==> config.mk <==
export PLATFORM = sky130hd
export DESIGN_NAME = booth_multiplier_flat
export DESIGN_NICKNAME = d
export VERILOG_FILES = /design/src/rtl/booth_multiplier_if.sv /design/src/rtl/booth_multiplier.sv /design/src/flat_wrapper.sv
export SDC_FILE = /design/constraint.sdc
export NUM_CORES = 1
export LEC_CHECK = 0
export ABC_CLOCK_PERIOD_IN_PS = 2340
export BUFFER_PORTS_ARGS = -buffer_cell sky130_fd_sc_hd__buf_2
export CAP_MARGIN = 25
export CELL_PAD_IN_SITES_DETAIL_PLACEMENT = 1
export CELL_PAD_IN_SITES_GLOBAL_PLACEMENT = 1
export CORE_MARGIN = 4
export CORE_UTILIZATION = 30
export CTS_BUF_LIST = sky130_fd_sc_hd__clkbuf_8
export DETAILED_ROUTE_END_ITERATION = 12
export PLACE_DENSITY_LB_ADDON = 0.25
export SLEW_MARGIN = 20
export SYNTH_ARGS = -nofsm -noshare
export SYNTH_HDL_FRONTEND = slang
export SYNTH_SLANG_ARGS = --single-unit
==> constraint.sdc <==
create_clock -name clk -period 2.34 [get_ports clk]
set_clock_uncertainty 0.05 [all_clocks]
set_input_delay 0.234 -clock clk [delete_from_list [all_inputs] [get_ports clk]]
set_output_delay 0.234 -clock clk [all_outputs]
set_load 0.005 [all_outputs]
==> src/rtl/booth_multiplier_if.sv <==
// Operand/result bundle for the Booth multiplier.
// The master drives start and the operands; the slave returns product, busy and done.
interface booth_multiplier_if #(
  parameter int WIDTH = 4
);
  logic                 start;
  logic [WIDTH-1:0]     multiplicand;
  logic [WIDTH-1:0]     multiplier;
  logic [2*WIDTH-1:0]   product;
  logic                 busy;
  logic                 done;

  modport master (
    output start, multiplicand, multiplier,
    input  product, busy, done
  );

  modport slave (
    input  start, multiplicand, multiplier,
    output product, busy, done
  );
endinterface

==> src/rtl/booth_multiplier.sv <==
// Radix-2 Booth sequential signed multiplier: one add/subtract plus an arithmetic shift per cycle.
// Product and done appear WIDTH+1 edges after the accepting edge; back-to-back every WIDTH+2 cycles.
module booth_multiplier #(
  parameter int WIDTH = 4
) (
  input logic              clk,
  input logic              rst_n,
  booth_multiplier_if.slave bus
);

  localparam int CW = $clog2(WIDTH + 1);

  typedef enum logic [1:0] {
    IDLE,
    CALC,
    FINISH
  } state_t;

  state_t               state_q, state_d;
  logic [WIDTH:0]       a_q, a_d;
  logic [WIDTH-1:0]     q_q, q_d;
  logic                 qm1_q, qm1_d;
  logic [WIDTH-1:0]     m_q, m_d;
  logic [CW-1:0]        cnt_q, cnt_d;
  logic [2*WIDTH-1:0]   product_q, product_d;
  logic                 done_q, done_d;

  logic [WIDTH:0]       m_ext;
  logic                 do_sub;
  logic [WIDTH:0]       addsub;
  logic [WIDTH:0]       a_new;

  // Single WIDTH+1-bit adder; subtraction is add of the inverted operand with carry-in.
  always_comb begin
    m_ext  = {m_q[WIDTH-1], m_q};
    do_sub = q_q[0] & ~qm1_q;
    addsub = a_q + (do_sub ? ~m_ext : m_ext) + {{WIDTH{1'b0}}, do_sub};
    a_new  = (q_q[0] ^ qm1_q) ? addsub : a_q;
  end

  always_ff @(posedge clk or negedge rst_n) begin
    if (!rst_n) begin
      state_q   <= IDLE;
      a_q       <= '0;
      q_q       <= '0;
      qm1_q     <= 1'b0;
      m_q       <= '0;
      cnt_q     <= '0;
      product_q <= '0;
      done_q    <= 1'b0;
    end else begin
      state_q   <= state_d;
      a_q       <= a_d;
      q_q       <= q_d;
      qm1_q     <= qm1_d;
      m_q       <= m_d;
      cnt_q     <= cnt_d;
      product_q <= product_d;
      done_q    <= done_d;
    end
  end

  always_comb begin
    state_d   = state_q;
    a_d       = a_q;
    q_d       = q_q;
    qm1_d     = qm1_q;
    m_d       = m_q;
    cnt_d     = cnt_q;
    product_d = product_q;
    done_d    = 1'b0;

    unique case (state_q)
      IDLE: begin
        if (bus.start) begin
          m_d     = bus.multiplicand;
          q_d     = bus.multiplier;
          a_d     = '0;
          qm1_d   = 1'b0;
          cnt_d   = CW'(WIDTH);
          state_d = CALC;
        end
      end

      CALC: begin
        {a_d, q_d, qm1_d} = {a_new[WIDTH], a_new, q_q};
        cnt_d = cnt_q - CW'(1);
        if (cnt_q == CW'(1)) begin
          state_d = FINISH;
        end
      end

      FINISH: begin
        // Result is registered on the edge leaving FINISH so done lands at edge WIDTH+1.
        product_d = {a_q[WIDTH-1:0], q_q};
        done_d    = 1'b1;
        state_d   = IDLE;
      end

      default: begin
        state_d = IDLE;
      end
    endcase
  end

  assign bus.product = product_q;
  assign bus.done    = done_q;
  assign bus.busy    = (state_q != IDLE);

endmodule

==> src/flat_wrapper.sv <==
// flat-port wrapper written by rule: the top's interface ports become plain ports
module booth_multiplier_flat 
#(
  parameter int WIDTH = 4
)
  (clk, rst_n, bus_start, bus_multiplicand, bus_multiplier, bus_product, bus_busy, bus_done);
  booth_multiplier_if #(.WIDTH(WIDTH)) bus_i ();
  input logic clk;
  input logic rst_n;
  input wire logic [$bits(bus_i.start)-1:0] bus_start;
  input wire logic [$bits(bus_i.multiplicand)-1:0] bus_multiplicand;
  input wire logic [$bits(bus_i.multiplier)-1:0] bus_multiplier;
  output wire logic [$bits(bus_i.product)-1:0] bus_product;
  output wire logic [$bits(bus_i.busy)-1:0] bus_busy;
  output wire logic [$bits(bus_i.done)-1:0] bus_done;
  assign bus_i.start = bus_start;
  assign bus_i.multiplicand = bus_multiplicand;
  assign bus_i.multiplier = bus_multiplier;
  assign bus_product = bus_i.product;
  assign bus_busy = bus_i.busy;
  assign bus_done = bus_i.done;
  booth_multiplier #(.WIDTH(WIDTH)) u_core (.clk(clk), .rst_n(rst_n), .bus(bus_i));
endmodule
# ---- Word level (Yosys, flattened, before mapping)
# Cells that the tools add are included.
dict set report totals {
  ff_bits 28
  latchBits 0
  mem_bits_rw 0
  rom_bits 0
  in_bits 11
  word_cells 40
  mem_count 0
}
dict set report op_classes {
  n_addsub 3
  mul 0
  div_mod_pow 0
  magnitude_cmp 0
  n_eq_ne 5
  shifts 0
  mux 14
  bitwise 4
  reduce_logical 6
}
# operator count
set op_table {}
lappend op_table {{$mux W5} 3}
lappend op_table {{$pmux W5 S2} 1}
lappend op_table {{$pmux W4 S2} 1}
lappend op_table {{$pmux W3 S2} 1}
lappend op_table {{$reduce_and A2 Y1} 3}
lappend op_table {{$add A5 B1 Y5} 1}
lappend op_table {{$add A5 B5 Y5} 1}
lappend op_table {{$not A5 Y5} 1}
lappend op_table {{$mux W2} 2}
lappend op_table {{$mux W4} 1}
lappend op_table {{$pmux W2 S2} 1}
lappend op_table {{$reduce_bool A2 Y1} 2}
lappend op_table {{$eq A3 B1 Y1 const B} 1}
lappend op_table {{$mux W3} 1}
lappend op_table {{$sub A3 B1 Y3 const B} 1}
lappend op_table {{$eq A2 B1 Y1 const B} 1}
lappend op_table {{$eq A2 B2 Y1 const B} 1}
lappend op_table {{$logic_not A2 Y1} 1}
lappend op_table {{$mux W1} 2}
lappend op_table {{$ne A2 B1 Y1 const B} 1}
lappend op_table {{$ne A2 B2 Y1 const B} 1}
lappend op_table {{$pmux W1 S2} 1}
lappend op_table {{$and A1 B1 Y1} 1}
lappend op_table {{$not A1 Y1} 1}
lappend op_table {{$xor A1 B1 Y1} 1}

# ---- Longest topological paths before layout
# Gate-level depths: netlist of the first run.
dict set report logic_depth {
  depth_word 7
  mapped_depth 9
}

# ---- Worst setup path after synthesis of the first run
# OpenSTA, ideal clock, no wires.
dict set report synth_timing {
  path_type {register to register}
  startpoint {register u_core.qm1_q}
  endpoint {register u_core.a_q[3]}
  arrival_ps 1812
  required_ps 2152
  path_slack_ps 340
  path_stages_with_launch 10
  n_path_buf 0
  synth_period_minus_slack_ps 2000
  cell_sequence {dfrtp_1 -> inv_1 -> ha_1 -> xor2_1 -> inv_1 -> fa_1 -> inv_1 -> a2111oi_0 -> a2111oi_0 -> a21oi_1}
}
dict set report synth_via {
  elab_chain_cells 7
  word_cells_on_any_way 8
  cone_classes {2 x add/sub; 3 x mux; 3 x bitwise}
}
# element line_no
set synth_rtl {}
lappend synth_rtl {{start, declared} booth_multiplier.sv:22} ;# logic qm1_q, qm1_d;
lappend synth_rtl {{start signal, assigned} booth_multiplier.sv:55} ;# qm1_q <= qm1_d;
lappend synth_rtl {{$not A1 Y1} booth_multiplier.sv:36} ;# do_sub = q_q[0] & ~qm1_q;
lappend synth_rtl {{$and A1 B1 Y1} booth_multiplier.sv:36}
lappend synth_rtl {{$mux W5} booth_multiplier.sv:37} ;# addsub = a_q + (do_sub ? ~m_ext : m_ext) + {{WIDTH{1'b0}}, do_sub};
lappend synth_rtl {{$add A5 B5 Y5} booth_multiplier.sv:37}
lappend synth_rtl {{$add A5 B1 Y5} booth_multiplier.sv:37}
lappend synth_rtl {{$mux W5 (*)} booth_multiplier.sv:38} ;# a_new = (q_q[0] ^ qm1_q) ? addsub : a_q;
lappend synth_rtl {{$pmux W5 S2 (*)} booth_multiplier.sv:73} ;# unique case (state_q)
lappend synth_rtl {{end signal, assigned} booth_multiplier.sv:44} ;# a_q <= '0;
lappend synth_rtl {{end signal, assigned} booth_multiplier.sv:53} ;# a_q <= a_d;
lappend synth_rtl {{end, declared} booth_multiplier.sv:20} ;# logic [WIDTH:0] a_q, a_d;
# Mark *: on every way between the ends. The rest lies on a longest branch, timed or not.
# A chain may end at the register's enable or synchronous reset.

# ---- Worst setup path after layout of the first run
# Same ends and word-level chain as after synthesis.

==> impl_metrics.csv, run 1 <==
group,metric,value,unit
outcome,status,"complete, no violations",
logic_synthesis,synth_area_leader_cell,"sky130_fd_sc_hd__dfrtp_1",
cells_and_area,nFillCells,499,
route,dr_pass1_iterations,4,
cells_and_area,antenna-diode-count,0,
worst_setup_path,crit_chain,"inv_1, ha_2, xor2_2, inv_1, fa_1, inv_1, a2111oi_0, a2111oi_1, a21oi_1",
cts,cts.root.buffer_cell,"sky130_fd_sc_hd__clkbuf_8",
worst_setup_path,worst_setup_path_start_kind,"register",
cells_and_area,post_layout_nets,168,
pwr,sum_of_internal_switching_and_leakage_power,2.32,mW
worst_setup_path,cpLargestDelayFamily,"adder cells",
worst_setup_path,critical_register_to_register_path_startpoint,"u_core.qm1_q",
sta,max_slew_margin,58.2,%
floorplanning,die_w,75.0,um
worst_hold_path,worstHoldPathType,"input pin to register",
floorplanning,fp.dieH,75.0,um
floorplanning,design.die.area,5620,um^2
logic_synthesis,netlist_top_cells_area,"sky130_fd_sc_hd__dfrtp_1 (50%), sky130_fd_sc_hd__mux2_2 (7.5%), sky130_fd_sc_hd__ha_1 (6.5%)",
cts,post-cts-setup-buffers,0,
logic_synthesis,synth-seq-cells,27,
route,total_via_count_after_detailed_routing,956,
worst_setup_path,worstPathBufferInverterCount,3,
cts,cts_num_sinks,27,
sta,slew_viols_final,0,
sta,tightest_slew,627,ps
sta,hold_viol,0,
global_route,grt_util_all_layers,11.5,%
logic_synthesis,synth_top_cells_by_count,"sky130_fd_sc_hd__dfrtp_1 (27), sky130_fd_sc_hd__nand2_1 (13), sky130_fd_sc_hd__inv_1 (11)",
logic_synthesis,distinct_cell_type_count_of_the_synthesized_netlist,26,
logic_synthesis,number_of_nets_produced_by_synthesis,145,
placed_design,dp_hpwl,2190,um
route,antenna_violating_nets_post_route,0,
pwr,power.leakage,0.763,nW
sta,final_min_period_over_clock_period,87.9,%
route,drc,0,
worst_setup_path,largest_driver_fanout_on_the_critical_path,4,
global_route,largest_net_degree_at_the_start_of_global_routing,28,
job,max-cap-violations,0,
route,route.detailed.wl_per_inst,14.8,um
placed_design,buffer_ports.inserted,20,
worst_setup_path,r2r.worst_path.cells,9,
worst_setup_path,worst_path_largest_cell_delay,430,ps
worst_setup_path,crit_start,"u_core.qm1_q",
worst_setup_path,worstPathRequired,2440,ps
sta,grt_setup_unrepaired,"no",
sta,fin_crit_period,2060,ps
cts,cts-buffers-inserted,3,
floorplanning,core_rows,24,
worst_setup_path,cp.depth,9,
logic_synthesis,syn_inst,126,
sta,setup_viol,0,
cts,clk_pin_slew,100,ps
logic_synthesis,post_synth_instance_area,1350,um^2
global_route,globalRouteOverflowTotal,0,
worst_setup_path,critical_path_arrival,2150,ps
worst_setup_path,cp_slowest_cell,"sky130_fd_sc_hd__fa_1",
global_route,vias_in_the_first_global_route,1040,
sta,max_freq,0.486,GHz
cts,cts.path.max_buffers,2,
cells_and_area,final_layout_size_suffix_gt1_share,26.4,%
worst_setup_path,critical_path.endpoint_type,"register",
worst_setup_path,cpMostUsedCell,"sky130_fd_sc_hd__inv_1",
worst_hold_path,hold_start,"bus_multiplicand[0]",
floorplanning,starting_density,30.9,%
cts,clock_tree.htree_level_count,1,
logic_synthesis,yosys_most_used_dff,"sky130_fd_sc_hd__dfrtp_1",
route,detail_route.iter0.violations,22,
logic_synthesis,yosysMostFrequentCell,"sky130_fd_sc_hd__dfrtp_1",
cts,worst_skew_pair.late_latency,280,ps
floorplanning,placeableCoreArea,4350,um^2
pwr,power.density_cell_area,1480,nW/um^2
logic_synthesis,yosys_warnings,0,
global_route,grt_first_pass_wirelength,4830,um
floorplanning,boundary_pin_count,21,
global_route,grt_antenna_before_repair,0,
worst_setup_path,timing_worst_setup_path_type,"register to register",
logic_synthesis,synth_seq_area_share,50.2,%
logic_synthesis,syn-mean-instance-area,10.7,um^2
worst_hold_path,timing.hold.worst_path_depth,2,
route,via_per_inst,4.78,
route,drt_wl_total,2950,um
logic_synthesis,yosysTopAreaCellShare,50.2,%
cts,tritoncts,"yes",
sta,setup_total_negative_slack,0,ps
pwr,vdd_ir_drop_max,0.487,mV
logic_synthesis,edff_count_synth,0,
cells_and_area,areaGrowthSynthToFinish,16.4,%
logic_synthesis,asyncSetResetFlopFracSynth,100,%
placed_design,routabilityCongestion,0.860,
==> power by group <==
part	leakage [nW]	total (mW)	switching, mW	internal [mW]
Sequential	0.339	0.852	0.177	0.675
Clock	0.0217	0.275	0.154	0.121
Combinational	0.402	1.19	0.631	0.561
==> metal layers <==
metal | wire (um) | vias up | global-route usage (%)
met1 | 1300 | 465 | 14.5
li1 | - | 467 | -
met5 | 0 | - | 0
met3 | 136 | 6 | 2.27
met4 | 57 | 0 | 5.93
met2 | 1450 | 18 | 18.6
==> stage by stage <==
stage	setup slack (ps)	utilization, %	cells	hold slack (ps)	cell area [um^2]
2_1_floorplan	340	-	126	-112	1350
5_1_grt	51.9	36.0	200	137	1570
6_report	284	36.0	200	134	1570
3_5_place_dp	100	34.4	195	238	1500
3_3_place_gp	248	34.4	195	226	1500
4_1_cts	82.9	35.7	200	129	1560
==> layout make-up <==
type / count / area, um^2 / area share (%)
Clock buffer: 3 / 41.3 / 2.64
Clock inverter: 1 / 7.51 / 0.479
Inverter: 11 / 41.3 / 2.64
Multi-Input combinational cell: 83 / 611 / 39.0
Sequential cell: 27 / 676 / 43.1
Tap cell: 52 / 65.1 / 4.15
Timing Repair Buffer: 23 / 125 / 7.99
==> path summary, 6_finish.rpt <==
kind,endpoint,slack [ps]
setup reg to reg,u_core.a_q[3],280
hold reg to reg,u_core.bus.product[5],440
setup / recovery,u_core.a_q[3],280
min in group asynchronous,u_core.a_q[0],450
hold / removal,u_core.m_q[0],130
max in group asynchronous,u_core.state_q[0],1380
==> state kept, by name, summed over array words and instances (netlist names) <==
| signal | count |
|---|---|
| u_core.a_q | 4 |
| u_core.m_q | 4 |
| u_core.q_q | 4 |
| u_core.qm1_q | 1 |
| u_core.state_q | 2 |
| u_core.bus.done | 1 |
| u_core.bus.product | 8 |
| u_core.cnt_q | 3 |
==> kinds of logic after synthesis <==
kind of cell,share of synthesized area [%]
AO/OA/AOI/OAI,12.2
XOR/XNOR,3.90
flip-flops,50.2
AND/OR/NAND/NOR,9.95
multiplexers,10.5
adder cells (fa/ha/maj),7.99
buffers and inverters,5.30
==> cells in the final DEF, fill, tap and decap left out <==
cell type,netlist,layout
sky130_fd_sc_hd__a2111oi_0,2,1
sky130_fd_sc_hd__a2111oi_1,0,1
sky130_fd_sc_hd__a21o_1,1,1
sky130_fd_sc_hd__a21oi_1,9,9
sky130_fd_sc_hd__a31oi_1,1,1
sky130_fd_sc_hd__and3_1,1,1
sky130_fd_sc_hd__buf_2,3,20
sky130_fd_sc_hd__buf_4,0,2
sky130_fd_sc_hd__clkbuf_8,0,3
sky130_fd_sc_hd__clkinvlp_4,0,1
sky130_fd_sc_hd__dfrtp_1,27,27
sky130_fd_sc_hd__dlygate4sd3_1,0,1
sky130_fd_sc_hd__fa_1,1,1
sky130_fd_sc_hd__ha_1,7,6
sky130_fd_sc_hd__ha_2,0,1
sky130_fd_sc_hd__inv_1,11,11
sky130_fd_sc_hd__mux2_2,9,9
sky130_fd_sc_hd__mux2i_1,4,4
sky130_fd_sc_hd__nand2_1,13,13
sky130_fd_sc_hd__nand2b_1,4,4
sky130_fd_sc_hd__nor2_1,6,6
sky130_fd_sc_hd__nor2b_1,1,1
sky130_fd_sc_hd__nor3b_4,1,1
sky130_fd_sc_hd__o21ai_0,9,9
sky130_fd_sc_hd__o21ai_1,2,2
sky130_fd_sc_hd__o21bai_1,1,1
sky130_fd_sc_hd__o22ai_1,4,4
sky130_fd_sc_hd__or2_2,1,1
sky130_fd_sc_hd__xnor2_1,2,2
sky130_fd_sc_hd__xor2_1,4,3
sky130_fd_sc_hd__xor2_2,0,1
==> repair_timing <==
item	4_1_cts	5_1_grt
hold buffers	1	0
setup endpoints to repair	0	1
gates resized for setup	0	3
endpoints found under the hold margin	27	0
Note: power is estimated with default switching activity, not from simulation.
==> run 2, diff against run 1 <==
--- a/config.mk
+++ b/config.mk
@@ -5,13 +5,14 @@
 export SDC_FILE = /design/constraint.sdc
 export NUM_CORES = 1
 export LEC_CHECK = 0
+export ABC_AREA = 1
 export ABC_CLOCK_PERIOD_IN_PS = 2340
 export BUFFER_PORTS_ARGS = -buffer_cell sky130_fd_sc_hd__buf_2
 export CAP_MARGIN = 25
 export CELL_PAD_IN_SITES_DETAIL_PLACEMENT = 1
 export CELL_PAD_IN_SITES_GLOBAL_PLACEMENT = 1
 export CORE_MARGIN = 4
-export CORE_UTILIZATION = 30
+export CORE_UTILIZATION = 26
 export CTS_BUF_LIST = sky130_fd_sc_hd__clkbuf_8
 export DETAILED_ROUTE_END_ITERATION = 12
 export PLACE_DENSITY_LB_ADDON = 0.25
==> impl_metrics.csv, run 2 <==
group,metric,value,unit
cts,clk_pin_slew,90,ps
pwr,cellInternalPower,1.33,mW
route,total_via_count_after_detailed_routing,1054,
cts,postCtsHoldBufs,1,
placed_design,dp_hpwl,2390,um
cts,worst_skew_pair.late_latency,270,ps
route,drc,0,
global_route,largest_net_degree_at_the_start_of_global_routing,28,
global_route,grt_first_pass_wirelength,5180,um
route,met1Wirelength,1410,um
global_route,globalRouteOverflowTotal,0,
cells_and_area,post_layout_nets,195,
logic_synthesis,yosysMostFrequentCell,"sky130_fd_sc_hd__nand2_1",
cells_and_area,most_common_cell_after_layout_fill_and_taps_aside,"sky130_fd_sc_hd__nand2_1",
worst_hold_path,worstHoldPathType,"input pin to register",
cells_and_area,nFillCells,627,
floorplanning,boundary_pin_count,21,
global_route,vias_in_the_first_global_route,1120,
pwr,switching_share,44.6,%
worst_setup_path,worstPathRequired,2500,ps
logic_synthesis,yosysTopAreaCellShare,49.1,%
logic_synthesis,synth_seq_area_share,49.1,%
floorplanning,die_w,80.7,um
outcome,status,"complete, no violations",
route,dr_pass1_iterations,3,
floorplanning,starting_density,26.9,%
logic_synthesis,yosys_most_used_dff,"sky130_fd_sc_hd__dfrtp_1",
pwr,vdd_ir_drop_max,0.410,mV
pwr,comb_power_share,55.4,%
worst_setup_path,worst_setup_path_start_kind,"register",
cells_and_area,largest_register_ffs,8,
cells_and_area,post_layout_nonfiller_instances,245,
route,met3WireLength,133,um
placed_design,dpl.cell_count,240,
cells_and_area,antenna-diode-count,0,
logic_synthesis,synth_area_leader_cell,"sky130_fd_sc_hd__dfrtp_1",
sta,max_slew_margin,58.8,%
sta,hold_viol,0,
logic_synthesis,synth-seq-cells,27,
sta,grt_setup_unrepaired,"no",
worst_setup_path,critical_path.endpoint_type,"register",
cells_and_area,final_cell_mix,"sky130_fd_sc_hd__nand2_1 (40), sky130_fd_sc_hd__dfrtp_1 (27), sky130_fd_sc_hd__buf_2 (20)",
cts,tritoncts,"yes",
route,route.detailed.wl_per_inst,12.4,um
cells_and_area,final_layout_size_suffix_gt1_share,24.6,%
logic_synthesis,post_synth_instance_area,1380,um^2
sta,max_freq,0.533,GHz
worst_setup_path,cpMostUsedCell,"sky130_fd_sc_hd__nand2_1",
worst_setup_path,cp_slowest_cell,"sky130_fd_sc_hd__dfrtp_1",
logic_synthesis,asyncSetResetFlopFracSynth,100,%
route,drt_wl_total,3040,um
cts,cts_num_sinks,27,
logic_synthesis,number_of_nets_produced_by_synthesis,171,
global_route,grt_antenna_before_repair,0,
sta,final_min_period_over_clock_period,80.2,%
worst_setup_path,timing_worst_setup_path_type,"register to register",
worst_setup_path,largest_driver_fanout_on_the_critical_path,4,
route,detail_route.iter0.violations,13,
cts,cts_repair_resize_count,0,
pwr,clock_power_share,11.1,%
global_route,grt_util_all_layers,10.6,%
sta,setup_viol,0,
sta,setup_total_negative_slack,0,ps
logic_synthesis,netlist_top_cells_area,"sky130_fd_sc_hd__dfrtp_1 (49%), sky130_fd_sc_hd__nand2_1 (11%), sky130_fd_sc_hd__ha_1 (6.4%)",
route,via_per_inst,4.30,
job,max-cap-violations,0,
sta,tightest_slew,618,ps
cts,post-cts-setup-buffers,0,
pwr,power.leakage,0.832,nW
floorplanning,placeableCoreArea,5110,um^2
logic_synthesis,syn-mean-instance-area,9.05,um^2
floorplanning,design.die.area,6520,um^2
worst_setup_path,crit_chain,"inv_1, ha_1, xnor2_1, inv_1, ha_1, nand2_1, inv_1, nand2_1, nand2_1, nand2_1, nand3_1, a21oi_1",
sta,fin_crit_period,1880,ps
placed_design,dp_area,1550,um^2
route,antenna_violating_nets_post_route,0,
cts,clock_tree.htree_level_count,1,
cts,cts-buffers-inserted,3,
worst_setup_path,critical_path_arrival,2030,ps
logic_synthesis,distinct_cell_type_count_of_the_synthesized_netlist,27,
cts,cts.path.max_buffers,2,
cts,cts.root.buffer_cell,"sky130_fd_sc_hd__clkbuf_8",
route,met2_wirelength,1460,um
pwr,power.density_cell_area,1500,nW/um^2
placed_design,buffer_ports.inserted,20,
floorplanning,fp.dieH,80.7,um
worst_setup_path,worst_path_largest_cell_delay,330,ps
floorplanning,core_rows,26,
sta,slew_viols_final,0,
route,topRoutingLayerUsed,"met4",
logic_synthesis,yosys_warnings,0,
logic_synthesis,syn_inst,152,
placed_design,routabilityCongestion,0.819,
cells_and_area,areaGrowthSynthToFinish,16.6,%
cells_and_area,stdcell_area,1600,um^2
logic_synthesis,synth_top_cells_by_count,"sky130_fd_sc_hd__nand2_1 (40), sky130_fd_sc_hd__dfrtp_1 (27), sky130_fd_sc_hd__inv_1 (19)",
pwr,seqPwrFrac,33.5,%
pwr,p_sw,1.07,mW
logic_synthesis,edff_count_synth,0,
-- run 2: path summary, 6_finish.rpt --
path	from	end	slack [ps]	cells past startpoint
max	u_core.qm1_q	u_core.a_q[2]	460	12
min	bus_multiplicand[2]	u_core.m_q[2]	110	3
max reg2reg	u_core.qm1_q	u_core.a_q[2]	460	12
min reg2reg	u_core.bus.product[7]	u_core.bus.product[7]	430	2
max in group asynchronous	rst_n	u_core.a_q[3]	1380	2
min in group asynchronous	rst_n	u_core.state_q[1]	460	2
-- run 2: area by class of cell --
type	instances	area, um^2	area share [%]
sequential	27	676	42.2
inverter	28	105	6.56
clock inverter	1	5.00	0.312
timing repair buffer	21	110	6.87
tap	70	87.6	5.46
multi-input combinational	95	578	36.1
clock buffer	3	41.3	2.58
-- run 2: per-stage QoR --
step                worst slack (ps)  total power, mW  util (%)  hold slack, ps
floorplan                        638             1.81         -            -112
global placement                 565             2.09      30.3             240
detailed placement               451             2.17      30.3             244
CTS                              428             2.45      31.4             110
global route                     306             2.64      31.4             116
finish                           464             2.40      31.4             113
-- run 2: worst max-delay path: cells and delay by family, from the launching register on --
kind	cells	cell delay, ps
compound gates	1	110
simple gates	5	300
fa+ha+maj	2	540
buf+inv	3	180
xor+xnor	1	300
flops	1	330
-- run 2: metal layers --
layer,GRT usage (%),vias up
met2,18.0,18
met5,0,-
met1,12.9,507
met3,3.03,2
met4,3.04,0
li1,-,527
-- run 2: power by group through the flow --
stage | Clock (mW) | Sequential, mW | Combinational [mW]
2_1_floorplan | 0 | 0.790 | 1.02
3_3_place_gp | 0 | 0.804 | 1.29
3_5_place_dp | 0 | 0.817 | 1.35
4_1_cts | 0.278 | 0.808 | 1.36
5_1_grt | 0.296 | 0.830 | 1.52
6_report | 0.267 | 0.803 | 1.33
-- run 2: cells by family (layout without fill, tap and decap cells) --
| group | count (synthesis) | in the layout | synth area share, % |
|---|---|---|---|
| buffers and inverters | 30 | 53 | 8.83 |
| AND/OR/NAND/NOR | 53 | 53 | 17.2 |
| AO/OA/AOI/OAI | 29 | 29 | 13.8 |
| XOR/XNOR | 5 | 5 | 3.19 |
| flip-flops | 27 | 27 | 49.1 |
| adder cells (fa/ha/maj) | 8 | 8 | 7.83 |
==> run 3, diff against run 2 <==
--- a/config.mk
+++ b/config.mk
@@ -6,7 +6,7 @@
 export NUM_CORES = 1
 export LEC_CHECK = 0
 export ABC_AREA = 1
-export ABC_CLOCK_PERIOD_IN_PS = 2340
+export ABC_CLOCK_PERIOD_IN_PS = 1950
 export BUFFER_PORTS_ARGS = -buffer_cell sky130_fd_sc_hd__buf_2
 export CAP_MARGIN = 25
 export CELL_PAD_IN_SITES_DETAIL_PLACEMENT = 1
==> constraint.sdc (replaced) <==
create_clock -name clk -period 1.95 [get_ports clk]
set_clock_uncertainty 0.05 [all_clocks]
set_input_delay 0.195 -clock clk [delete_from_list [all_inputs] [get_ports clk]]
set_output_delay 0.195 -clock clk [all_outputs]
set_load 0.005 [all_outputs]
==> impl_metrics.csv, run 3 (synthesized netlist as in run 2, its figures left out) <==
group,metric,value,unit
route,drc,0,
cts,cts-buffers-inserted,3,
worst_hold_path,worstHoldPathType,"input pin to register",
sta,setup_viol,0,
sta,max_slew_margin,60.1,%
worst_setup_path,worstPathRequired,2070,ps
route,drt_wl_total,3120,um
floorplanning,starting_density,26.9,%
cts,clock_tree.htree_level_count,1,
cts,clk_pin_slew,90,ps
outcome,status,"complete, no violations",
placed_design,buffer_ports.inserted,20,
sta,grt_setup_unrepaired,"no",
sta,slew_viols_final,0,
global_route,vias_in_the_first_global_route,1181,
cts,cts.path.max_buffers,2,
global_route,grt_antenna_before_repair,0,
cts,tritoncts,"yes",
pwr,power.leakage,0.837,nW
cells_and_area,largest_register_ffs,8,
sta,setup_total_negative_slack,0,ps
sta,hold_viol,0,
route,route.detailed.wl_per_inst,12.7,um
route,detail_route.iter0.violations,16,
sta,final_min_period_over_clock_period,92.1,%
worst_setup_path,largest_driver_fanout_on_the_critical_path,4,
worst_setup_path,reg2reg_to,"u_core.a_q[3]",
job,max-cap-violations,0,
worst_hold_path,timing.hold.worst_endpoint,"u_core.m_q[2]",
global_route,largest_net_degree_at_the_start_of_global_routing,28,
cells_and_area,finish.utilization,31.9,%
worst_setup_path,timing_worst_setup_path_type,"register to register",
route,total_via_count_after_detailed_routing,1069,
worst_setup_path,critical_path_arrival,1910,ps
worst_setup_path,r2r.worst_path.cells,10,
cells_and_area,final_cell_mix,"sky130_fd_sc_hd__nand2_1 (40), sky130_fd_sc_hd__dfrtp_1 (27), sky130_fd_sc_hd__buf_2 (20)",
cts,worst_skew_pair.late_latency,280,ps
floorplanning,fp.dieH,80.7,um
global_route,grt_first_pass_wirelength,5520,um
floorplanning,core_rows,26,
floorplanning,boundary_pin_count,21,
placed_design,dp_hpwl,2400,um
worst_hold_path,timing.hold.worst_path_depth,3,
floorplanning,design.die.area,6520,um^2
worst_setup_path,r2r_setup_slack,150,ps
pwr,power.density_cell_area,1820,nW/um^2
sta,max_freq,0.557,GHz
global_route,globalRouteOverflowTotal,0,
sta,fin_crit_period,1800,ps
worst_hold_path,hold_start,"bus_multiplicand[2]",
cells_and_area,antenna-diode-count,0,
floorplanning,placeableCoreArea,5110,um^2
route,dr_pass1_iterations,4,
pwr,vdd_ir_drop_max,0.524,mV
global_route,grt_util_all_layers,11.0,%
worst_setup_path,critical_path.endpoint_type,"register",
cells_and_area,most_common_cell_after_layout_fill_and_taps_aside,"sky130_fd_sc_hd__nand2_1",
floorplanning,die_w,80.7,um
worst_setup_path,critical_register_to_register_path_startpoint,"u_core.qm1_q",
worst_setup_path,crit_start,"u_core.qm1_q",
worst_setup_path,worst_setup_path_start_kind,"register",
placed_design,routabilityCongestion,0.819,
sta,tightest_slew,599,ps
route,antenna_violating_nets_post_route,0,
route,via_per_inst,4.36,
cells_and_area,post_layout_nets,195,
cells_and_area,areaGrowthSynthToFinish,18.6,%
cells_and_area,final_layout_size_suffix_gt1_share,26.3,%
cts,cts.root.buffer_cell,"sky130_fd_sc_hd__clkbuf_8",
cts,cts_num_sinks,27,
[run 3: layout make-up]
class,count,area [um^2]
Clock buffer,3,41.3
Tap cell,70,87.6
Sequential cell,27,676
Timing Repair Buffer,21,110
Inverter,28,105
Fill cell,636,3480
Clock inverter,1,5.00
Multi-Input combinational cell,95,606
[run 3: routing by layer]
metal  vias to the layer above  wire, um  global-route usage, %
met2                        22      1490                   18.0
met1                       518      1430                   13.9
li1                        525         -                      -
met4                         0        46                   3.38
met5                         -         0                      0
met3                         4       149                   3.36
[run 3: worst max-delay path by stage]
stage / cells after the start / end / slack, ps
after global placement: 12 / u_core.a_q[2] / 180
after floorplan: 12 / u_core.a_q[2] / 250
final: 10 / u_core.a_q[3] / 150
after CTS: 12 / u_core.a_q[2] / 20
after global routing: 10 / u_core.a_q[3] / 40
after detailed placement: 12 / u_core.a_q[2] / 50
[run 3: where the power goes]
part / switching (mW) / leakage, nW / internal, mW
clock: 0.180 / 0.0255 / 0.143
combinational: 0.989 / 0.470 / 0.686
sequential: 0.158 / 0.341 / 0.813
[run 3: critical path, cell delays in order, from the launching register on]
cell	delay (ps)
sky130_fd_sc_hd__dfrtp_1	370
sky130_fd_sc_hd__inv_1	130
sky130_fd_sc_hd__ha_4	210
sky130_fd_sc_hd__nand2_1	60
sky130_fd_sc_hd__nand2_1	80
sky130_fd_sc_hd__inv_1	60
sky130_fd_sc_hd__fa_1	410
sky130_fd_sc_hd__nor2_1	130
sky130_fd_sc_hd__o31ai_1	80
sky130_fd_sc_hd__nand3_1	70
sky130_fd_sc_hd__nand2_1	50
[run 3: timing repair]
action,in CTS,in global routing
endpoints found under the setup margin,0,3
gates resized for setup,0,4
hold endpoints to repair,27,0
hold buffers,1,0
setup buffers,0,0
[run 3: through the flow]
stage,hold WS (ps),cells,cell area (um^2),worst slack (ps),total power [mW]
after CTS,72.6,245,1600,23.4,2.94
after global routing,86.2,245,1630,37.8,3.30
after global placement,201,240,1550,175,2.51
after floorplan,-151,152,1380,248,2.18
final,78.9,245,1630,154,2.97
after detailed placement,204,240,1550,51.0,2.60
